[src/rtl/truth_table_sweeper_if.sv]
// Bundle between the sweeper and the harness that hosts the DUT pair.
// master drives control and DUT outputs; slave is the sweeper itself.
interface truth_table_sweeper_if #(
   parameter int N_IN  = 4,
   parameter int N_OUT = 1
);
   logic              start;
   logic              gray_mode;
   logic              stop_on_fail;
   logic [N_OUT-1:0]  out_mask;
   logic [N_OUT-1:0]  dut_a;
   logic [N_OUT-1:0]  dut_b;
   logic [N_IN-1:0]   vec_out;
   logic              busy;
   logic              done;
   logic              pass;
   logic [N_IN:0]     mismatch_count;
   logic [N_IN-1:0]   first_fail_vec;
   logic              fail_seen;

   modport master (
      output start, gray_mode, stop_on_fail, out_mask,
      output dut_a, dut_b,
      input  vec_out, busy, done, pass,
      input  mismatch_count, first_fail_vec, fail_seen
   );

   modport slave (
      input  start, gray_mode, stop_on_fail, out_mask,
      input  dut_a, dut_b,
      output vec_out, busy, done, pass,
      output mismatch_count, first_fail_vec, fail_seen
   );
endinterface

[src/rtl/truth_table_sweeper.sv]
// Exhaustive input sweeper that compares two combinational DUTs.
// Binary or Gray order, per-vector settle time, masked compare.
module truth_table_sweeper #(
   parameter int N_IN        = 4,
   parameter int N_OUT       = 1,
   parameter int HOLD_CYCLES = 1
) (
   input  logic                 clk,
   input  logic                 reset,
   truth_table_sweeper_if.slave bus
);

   localparam int SW = (HOLD_CYCLES > 1) ? $clog2(HOLD_CYCLES) : 1;
   localparam logic [SW-1:0]   SETTLE_LOAD = SW'(HOLD_CYCLES - 1);
   localparam logic [SW-1:0]   SETTLE_ONE  = SW'(1);
   localparam logic [N_IN:0]   LAST_IDX    = {1'b0, {N_IN{1'b1}}};
   localparam logic [N_IN:0]   ONE_W       = {{N_IN{1'b0}}, 1'b1};

   typedef enum logic [1:0] {
      S_IDLE,
      S_SETTLE,
      S_COMPARE,
      S_DONE
   } state_t;

   state_t            state_q, state_d;
   logic [N_IN:0]     idx_q, idx_d;
   logic [N_IN-1:0]   vec_q, vec_d;
   logic [SW-1:0]     settle_q, settle_d;
   logic [N_IN:0]     cnt_q, cnt_d;
   logic [N_IN-1:0]   ffv_q, ffv_d;
   logic              fail_q, fail_d;
   logic              gray_q, gray_d;
   logic              sof_q, sof_d;

   logic              mism;
   logic [N_IN:0]     nxt_idx;
   logic [N_IN-1:0]   nxt_bin;
   logic [N_IN-1:0]   nxt_gray;

   // Masked compare and next-vector candidates in both orders
   always_comb begin
      mism     = |((bus.dut_a ^ bus.dut_b) & bus.out_mask);
      nxt_idx  = idx_q + ONE_W;
      nxt_bin  = nxt_idx[N_IN-1:0];
      nxt_gray = nxt_bin ^ (nxt_bin >> 1);
   end

   // Sweep control: next state and next values of all registers
   always_comb begin
      state_d  = state_q;
      idx_d    = idx_q;
      vec_d    = vec_q;
      settle_d = settle_q;
      cnt_d    = cnt_q;
      ffv_d    = ffv_q;
      fail_d   = fail_q;
      gray_d   = gray_q;
      sof_d    = sof_q;
      unique case (state_q)
         S_IDLE, S_DONE: begin
            if (bus.start) begin
               idx_d    = '0;
               vec_d    = '0;
               gray_d   = bus.gray_mode;
               sof_d    = bus.stop_on_fail;
               cnt_d    = '0;
               ffv_d    = '0;
               fail_d   = 1'b0;
               settle_d = SETTLE_LOAD;
               state_d  = S_SETTLE;
            end
         end
         S_SETTLE: begin
            if (settle_q == '0) begin
               state_d = S_COMPARE;
            end else begin
               settle_d = settle_q - SETTLE_ONE;
            end
         end
         S_COMPARE: begin
            if (mism) begin
               cnt_d = cnt_q + ONE_W;
               if (!fail_q) begin
                  fail_d = 1'b1;
                  ffv_d  = vec_q;
               end
            end
            if ((mism && sof_q) || (idx_q == LAST_IDX)) begin
               state_d = S_DONE;
            end else begin
               idx_d    = nxt_idx;
               vec_d    = gray_q ? nxt_gray : nxt_bin;
               settle_d = SETTLE_LOAD;
               state_d  = S_SETTLE;
            end
         end
         default: state_d = S_IDLE;
      endcase
   end

   // State and datapath registers, cleared asynchronously
   always_ff @(posedge clk or posedge reset) begin
      if (reset) begin
         state_q  <= S_IDLE;
         idx_q    <= '0;
         vec_q    <= '0;
         settle_q <= '0;
         cnt_q    <= '0;
         ffv_q    <= '0;
         fail_q   <= 1'b0;
         gray_q   <= 1'b0;
         sof_q    <= 1'b0;
      end else begin
         state_q  <= state_d;
         idx_q    <= idx_d;
         vec_q    <= vec_d;
         settle_q <= settle_d;
         cnt_q    <= cnt_d;
         ffv_q    <= ffv_d;
         fail_q   <= fail_d;
         gray_q   <= gray_d;
         sof_q    <= sof_d;
      end
   end

   assign bus.vec_out        = vec_q;
   assign bus.busy           = (state_q == S_SETTLE) ||
                               (state_q == S_COMPARE);
   assign bus.done           = (state_q == S_DONE);
   assign bus.pass           = (state_q == S_DONE) && (cnt_q == '0);
   assign bus.mismatch_count = cnt_q;
   assign bus.first_fail_vec = ffv_q;
   assign bus.fail_seen      = fail_q;

endmodule
[src/flat_wrapper.sv]
// flat-port wrapper written by rule: the top's interface ports become plain ports
module truth_table_sweeper_flat 
#(
   parameter int N_IN        = 4,
   parameter int N_OUT       = 1,
   parameter int HOLD_CYCLES = 1
)
  (clk, reset, bus_start, bus_gray_mode, bus_stop_on_fail, bus_out_mask, bus_dut_a, bus_dut_b, bus_vec_out, bus_busy, bus_done, bus_pass, bus_mismatch_count, bus_first_fail_vec, bus_fail_seen);
  truth_table_sweeper_if #(.N_IN(N_IN), .N_OUT(N_OUT)) bus_i ();
  input  logic clk;
  input  logic reset;
  input wire logic [$bits(bus_i.start)-1:0] bus_start;
  input wire logic [$bits(bus_i.gray_mode)-1:0] bus_gray_mode;
  input wire logic [$bits(bus_i.stop_on_fail)-1:0] bus_stop_on_fail;
  input wire logic [$bits(bus_i.out_mask)-1:0] bus_out_mask;
  input wire logic [$bits(bus_i.dut_a)-1:0] bus_dut_a;
  input wire logic [$bits(bus_i.dut_b)-1:0] bus_dut_b;
  output wire logic [$bits(bus_i.vec_out)-1:0] bus_vec_out;
  output wire logic [$bits(bus_i.busy)-1:0] bus_busy;
  output wire logic [$bits(bus_i.done)-1:0] bus_done;
  output wire logic [$bits(bus_i.pass)-1:0] bus_pass;
  output wire logic [$bits(bus_i.mismatch_count)-1:0] bus_mismatch_count;
  output wire logic [$bits(bus_i.first_fail_vec)-1:0] bus_first_fail_vec;
  output wire logic [$bits(bus_i.fail_seen)-1:0] bus_fail_seen;
  assign bus_i.start = bus_start;
  assign bus_i.gray_mode = bus_gray_mode;
  assign bus_i.stop_on_fail = bus_stop_on_fail;
  assign bus_i.out_mask = bus_out_mask;
  assign bus_i.dut_a = bus_dut_a;
  assign bus_i.dut_b = bus_dut_b;
  assign bus_vec_out = bus_i.vec_out;
  assign bus_busy = bus_i.busy;
  assign bus_done = bus_i.done;
  assign bus_pass = bus_i.pass;
  assign bus_mismatch_count = bus_i.mismatch_count;
  assign bus_first_fail_vec = bus_i.first_fail_vec;
  assign bus_fail_seen = bus_i.fail_seen;
  truth_table_sweeper #(.N_IN(N_IN), .N_OUT(N_OUT), .HOLD_CYCLES(HOLD_CYCLES)) u_core (.clk(clk), .reset(reset), .bus(bus_i));
endmodule
[config.mk]
export PLATFORM = sky130hd
export DESIGN_NAME = truth_table_sweeper_flat
export DESIGN_NICKNAME = d
export VERILOG_FILES = /design/src/rtl/truth_table_sweeper_if.sv /design/src/rtl/truth_table_sweeper.sv /design/src/flat_wrapper.sv
export SDC_FILE = /design/constraint.sdc
export NUM_CORES = 1
export LEC_CHECK = 0
export ABC_CLOCK_PERIOD_IN_PS = 3140
export CORE_MARGIN = 1
export CORE_UTILIZATION = 36
export DETAILED_ROUTE_END_ITERATION = 8
export PLACE_DENSITY = 0.56
export SYNTH_ARGS = -nofsm -noshare
export SYNTH_HDL_FRONTEND = slang
export SYNTH_SLANG_ARGS = --single-unit
[constraint.sdc]
create_clock -name clk -period 3.14 [get_ports clk]
set_clock_uncertainty 0.2 [all_clocks]
set_input_delay 0.785 -clock clk [delete_from_list [all_inputs] [get_ports clk]]
set_output_delay 0.785 -clock clk [all_outputs]
set_load 0.01 [all_outputs]
### Word-level counts from Yosys, hierarchy flattened

Cells that the tools add are included.

| cells by class | value |
|---|---|
| add/subtract/negate cells | 3 |
| multipliers | 0 |
| div/mod/pow operators | 0 |
| order comparisons | 0 |
| equality and inequality tests | 9 |
| shifts and indexed selects | 0 |
| mux-type cells | 22 |
| bitwise logic cells | 3 |
| reductions and logical operators | 14 |

Operator list:

| operator | count |
|---|---|
| $mux 4 | 5 |
| $pmux 5 s2 | 2 |
| $pmux 4 s2 | 2 |
| $mux 5 | 3 |
| $add 5x1->5 const B | 2 |
| $ne 2x2->1 const B | 4 |
| $mux 2 | 3 |
| $pmux 2 s3 | 1 |
| $reduce_and 2->1 | 3 |
| $reduce_and 3->1 | 2 |
| $eq 5x4->1 const B | 1 |
| $logic_not 5->1 | 1 |
| $eq 2x2->1 const B | 2 |
| $mux 1 | 4 |
| $reduce_and 4->1 | 1 |
| $xor 4x3->4 | 1 |
| $pmux 1 s3 | 1 |
| $eq 2x1->1 const B | 1 |
| $logic_and 1x1->1 | 2 |
| $logic_not 2->1 | 1 |
| $logic_or 1x1->1 | 2 |
| $ne 2x1->1 const B | 1 |
| $pmux 1 s2 | 1 |
| $reduce_bool 2->1 | 1 |
| 4 further kinds | 4 |

| storage, ports and cells | value |
|---|---|
| bits in registers | 24 |
| bits in latches | 0 |
| memory bits (writable) | 0 |
| bits in read-only memories | 0 |
| bits of input ports | 8 |
| output and inout port bits | 17 |
| logic and storage cells | 60 |
| memories | 0 |

### Longest topological paths before layout

Gate-level depths: netlist (run 1).

| depth | value |
|---|---|
| word-level depth | 6 |
| gate-level depth with buffers | 9 |
| gate-level depth less buffers | 7 |

### Worst setup path before layout (run 1)

OpenSTA, ideal clock, no wires.

| timing | value |
|---|---|
| kind | register to register |
| from | reg u_core.idx_q[0] |
| to | reg u_core.idx_q[1] |
| data arrival time | 1838 ps |
| setup slack | 968 ps |
| cell stages (with the launch flop) | 9 |
| path buffers | 1 |
| clock period less this slack | 2172 ps |
| path through | dfrtp_1 ha_1 and3_1 ha_1 a31o_2 buf_2 and2_0 o21ai_0 o211ai_1 |

| between the ends | value |
|---|---|
| word-level cells in the longest chain between the ends | 4 |

Ends and longest elaborated chain:

| item | line | text |
|---|---|---|
| start, declared | truth_table_sweeper.sv:27 | `logic [N_IN:0] idx_q, idx_d;` |
| start signal, assigned | truth_table_sweeper.sv:116 | `idx_q <= idx_d;` |
| parallel branches: the longest is 4 deep, another holds $add 5x1->5 | - |  |

Parallel ways; which one is timed is not known. The select of a mux whose other input is x is not followed.
A chain may end at the register's enable or synchronous reset.

### Worst setup path after layout (run 1)

| timing | value |
|---|---|
| from | reg u_core.cnt_q[0] (netlist: u_core.bus.mismatch_count[0]) |
| to | out bus_pass |

| between the ends | value |
|---|---|
| word-level cells in the longest chain between the ends | 2 |

Ends and longest elaborated chain:

| item | line | text |
|---|---|---|
| start, declared | truth_table_sweeper.sv:30 | `logic [N_IN:0] cnt_q, cnt_d;` |
| start signal, assigned | truth_table_sweeper.sv:119 | `cnt_q <= cnt_d;` |
| $logic_not 5->1 | truth_table_sweeper.sv:131 | `assign bus.pass = (state_q == S_DONE) && (cnt_q == '0);` |
| $logic_and 1x1->1 | truth_table_sweeper.sv:131 |  |
| end, declared | flat_wrapper.sv:21 | `output wire logic [$bits(bus_i.pass)-1:0] bus_pass;` |

No other way between the ends.

==> results of run 1 <==
worst max-delay path, delay by kind of cell (launching register included):
family | cells | cell delay (ps)
fa+ha+maj | 1 | 140
buf+inv | 2 | 670
flops | 1 | 420
simple gates | 2 | 230
power breakdown:
| part | internal, mW | total [mW] | switching (mW) |
|---|---|---|---|
| sequential | 0.350 | 0.439 | 0.0887 |
| clock | 0.112 | 0.204 | 0.0923 |
| combinational | 0.283 | 0.650 | 0.366 |
| total | 0.745 | 1.29 | 0.547 |
cells by family (layout without fill, tap and decap cells):
family / Yosys count / count (layout) / synth area share
mux: 4 / 4 / 0.03094
xor+xnor: 3 / 3 / 0.02388
flops: 22 / 22 / 0.3890
simple gates: 55 / 55 / 0.1857
compound gates: 50 / 50 / 0.2405
fa+ha+maj: 7 / 7 / 0.06189
buf+inv: 18 / 40 / 0.06807
synthesized netlist by cell type (all sizes together):
library cell and count:
nand2 28, dfrtp 22, o21ai 22, a22o 9, inv 8, buf 7
ha 7, nand2b 7, nand3 6, nor2 5, a21o 4, a21oi 4
a31oi 3, and3 3, clkbuf 3, mux2 3, o2111ai 2, o31ai 2
or2 2, xnor2 2, a31o 1, and2 1, mux2i 1, nor3b 1
nor4 1, o211ai 1, o21a 1, o22ai 1, or3 1, xor2 1
final cells by class:
class / count / share of cell area
clock buffers: 4 / 0.03175
well taps: 48 / 0.03463
inverters: 8 / 0.01732
flip-flops and latches: 22 / 0.3175
multi-input cells: 119 / 0.4430
repair buffers: 28 / 0.1558
routing by layer:
metal	global-route usage	part of all wire
met5	0	0
met4	0.04444	0.0066
met3	0.01761	0.022
met2	0.2789	0.49
met1	0.1961	0.48
flip-flops by register name (all words and copies together), names as in the netlist:
signal	flops
u_core.bus.mismatch_count	5
u_core.idx_q	5
u_core.bus.first_fail_vec	4
u_core.bus.vec_out	3
u_core.state_q	2
u_core.bus.fail_seen	1
u_core.gray_q	1
u_core.sof_q	1
how the worst min path moves through the flow:
stage	start	to	depth (start not counted)
2_1_floorplan	u_core.idx_q[4]	u_core.idx_q[4]	2
3_3_place_gp	u_core.idx_q[4]	u_core.idx_q[4]	2
3_5_place_dp	u_core.bus.first_fail_vec[2]	u_core.bus.first_fail_vec[2]	1
4_1_cts	u_core.bus.first_fail_vec[2]	u_core.bus.first_fail_vec[2]	1
5_1_grt	u_core.bus.first_fail_vec[2]	u_core.bus.first_fail_vec[2]	1
6_report	u_core.bus.first_fail_vec[2]	u_core.bus.first_fail_vec[2]	1
through the flow:
step | util | hold slack [ps] | instances | instance area, um2 | power (mW)
2_1_floorplan | - | 290.9 | 159 | 1415 | 0.9212
3_3_place_gp | 0.4519 | 311.5 | 225 | 1679 | 1.081
3_5_place_dp | 0.4519 | 320.5 | 225 | 1679 | 1.100
4_1_cts | 0.4667 | 340.0 | 229 | 1734 | 1.311
5_1_grt | 0.4667 | 343.1 | 229 | 1734 | 1.405
6_report | 0.4667 | 335.2 | 229 | 1734 | 1.292
==> flow_summary.yaml, run 1 <==
yosys:
  synth_seq_cells: 22
  syn_nets: 174
  seq_area_frac_synth: 0.3890
  synth.top_cell.area_share: 0.3890
  synth_cell_type_count: 39
  syn-cell-area_mm2: 0.001415
  synth.area.top_cells: "dfrtp_1 39%, nand2_1 7.4%, o21ai_0 6.7%"
  yosysTopAreaCell: "dfrtp_1"
  synth_cells: 159
  avgSynthCellArea_um2: 8.900
  ys_warn_count: 0
drt:
  drt-initial-drc-count: 78
  routed_wl_um: 2893
  antenna_left: 0
  wl_per_cell_um: 12.63
  dr.pass1.iters: 4
  drc: 0
  routed-via-count: 1195
  vias_per_cell: 5.218
clocking:
  clkTransAtPathRegs_ps: 80
  clk_latency_ps: 260
  cts_resized: 0
  cts_tree: "yes"
  cts_sinks: 22
  cts_buffer_depth: 2
  cts_buffers: 3
  hold_buffers: 0
  post_cts_buffers: 0
  htree_levels: 1
  cts-root-buf: "clkbuf_8"
finish:
  final_cell_mix: "28 x nand2_1, 24 x clkdlybuf4s50_1, 22 x dfrtp_1"
  fill_cells: 378
  area_delta_synth_final_pct: 22.55
  n_antenna_cell: 0
  regArea_um2: 550.5
  nNetsFinal: 197
  multi_input_area_um2: 768.2
  layout_commonest_cell: "nand2_1"
  drive_gt1_frac: 0.1050
worst_setup_path:
  critPathLaunch: "u_core.bus.mismatch_count[0]"
  crit_required_ps: 2150
  worst_ep_arrival_time_ps: 1720
  crit_chain: "inv_1 > ha_1 > nand2_1 > nor4_1 > clkdlybuf4s50_1"
  endpoint: "bus_pass"
  worstSetupStartpointType: "register"
  r2r_cells: 6
  cp_slowest_cell: "clkdlybuf4s50_1"
  critical_path_class: "reg2out"
  max_stage_delay_ps: 570
  cp_max_fo: 5
  end_kind: "primary output"
  r2r-start: "u_core.state_q[0]"
  r2r-end: "u_core.bus.fail_seen"
  rrSetupSlack_ps: 810
place:
  dp_slack_ps: 418.6
  io_buffers: 24
  hpwl_um: 2188
  gp_congestion: 0.7898
floorplanning:
  start_util: 0.3808
  die_h_um: 64.70
  die_w_um: 64.70
  num_io_pins: 25
  dieArea_mm2: 0.004185
  rows: 22
  core_area_mm2: 0.003716
timing:
  timing.fmax_mhz: 369.9
  slew_headroom: 0.6491
  tightest_slew_ps: 526.4
  finalHoldViolCount: 0
  setup_slack_ps: 436.6
  setup_viol: 0
  period_minus_slack_ps: 2703
  grt_setup_unrepaired: "no"
  fin_setup_tns_ps: 0
  slew_violations: 0
  min_period_over_period: 0.8609
global_routing:
  first_global_vias: 1154
  grt_pass1_wl_um: 5161
  grt_usage: 0.1560
  grt_antenna_before_repair: 0
  grt.overflow.total: 0
  grt_max_degree: 23
power:
  p_leak_nw: 0.7537
  ir_drop_uv: 386.6
  p_per_area_mw_per_mm2: 745.2
hold_path:
  hold_class: "reg2reg"
status:
  status: "complete, no violations"
run:
  max-cap-violations: 0
Note: power is estimated with default switching activity, not from simulation.
==> run 2, diff against run 1 <==
Settings changed: HOLD_SLACK_MARGIN set to 0.1.
==> results of run 2 <==
The final DEF is identical to that of run 1; final timing and power are the same.
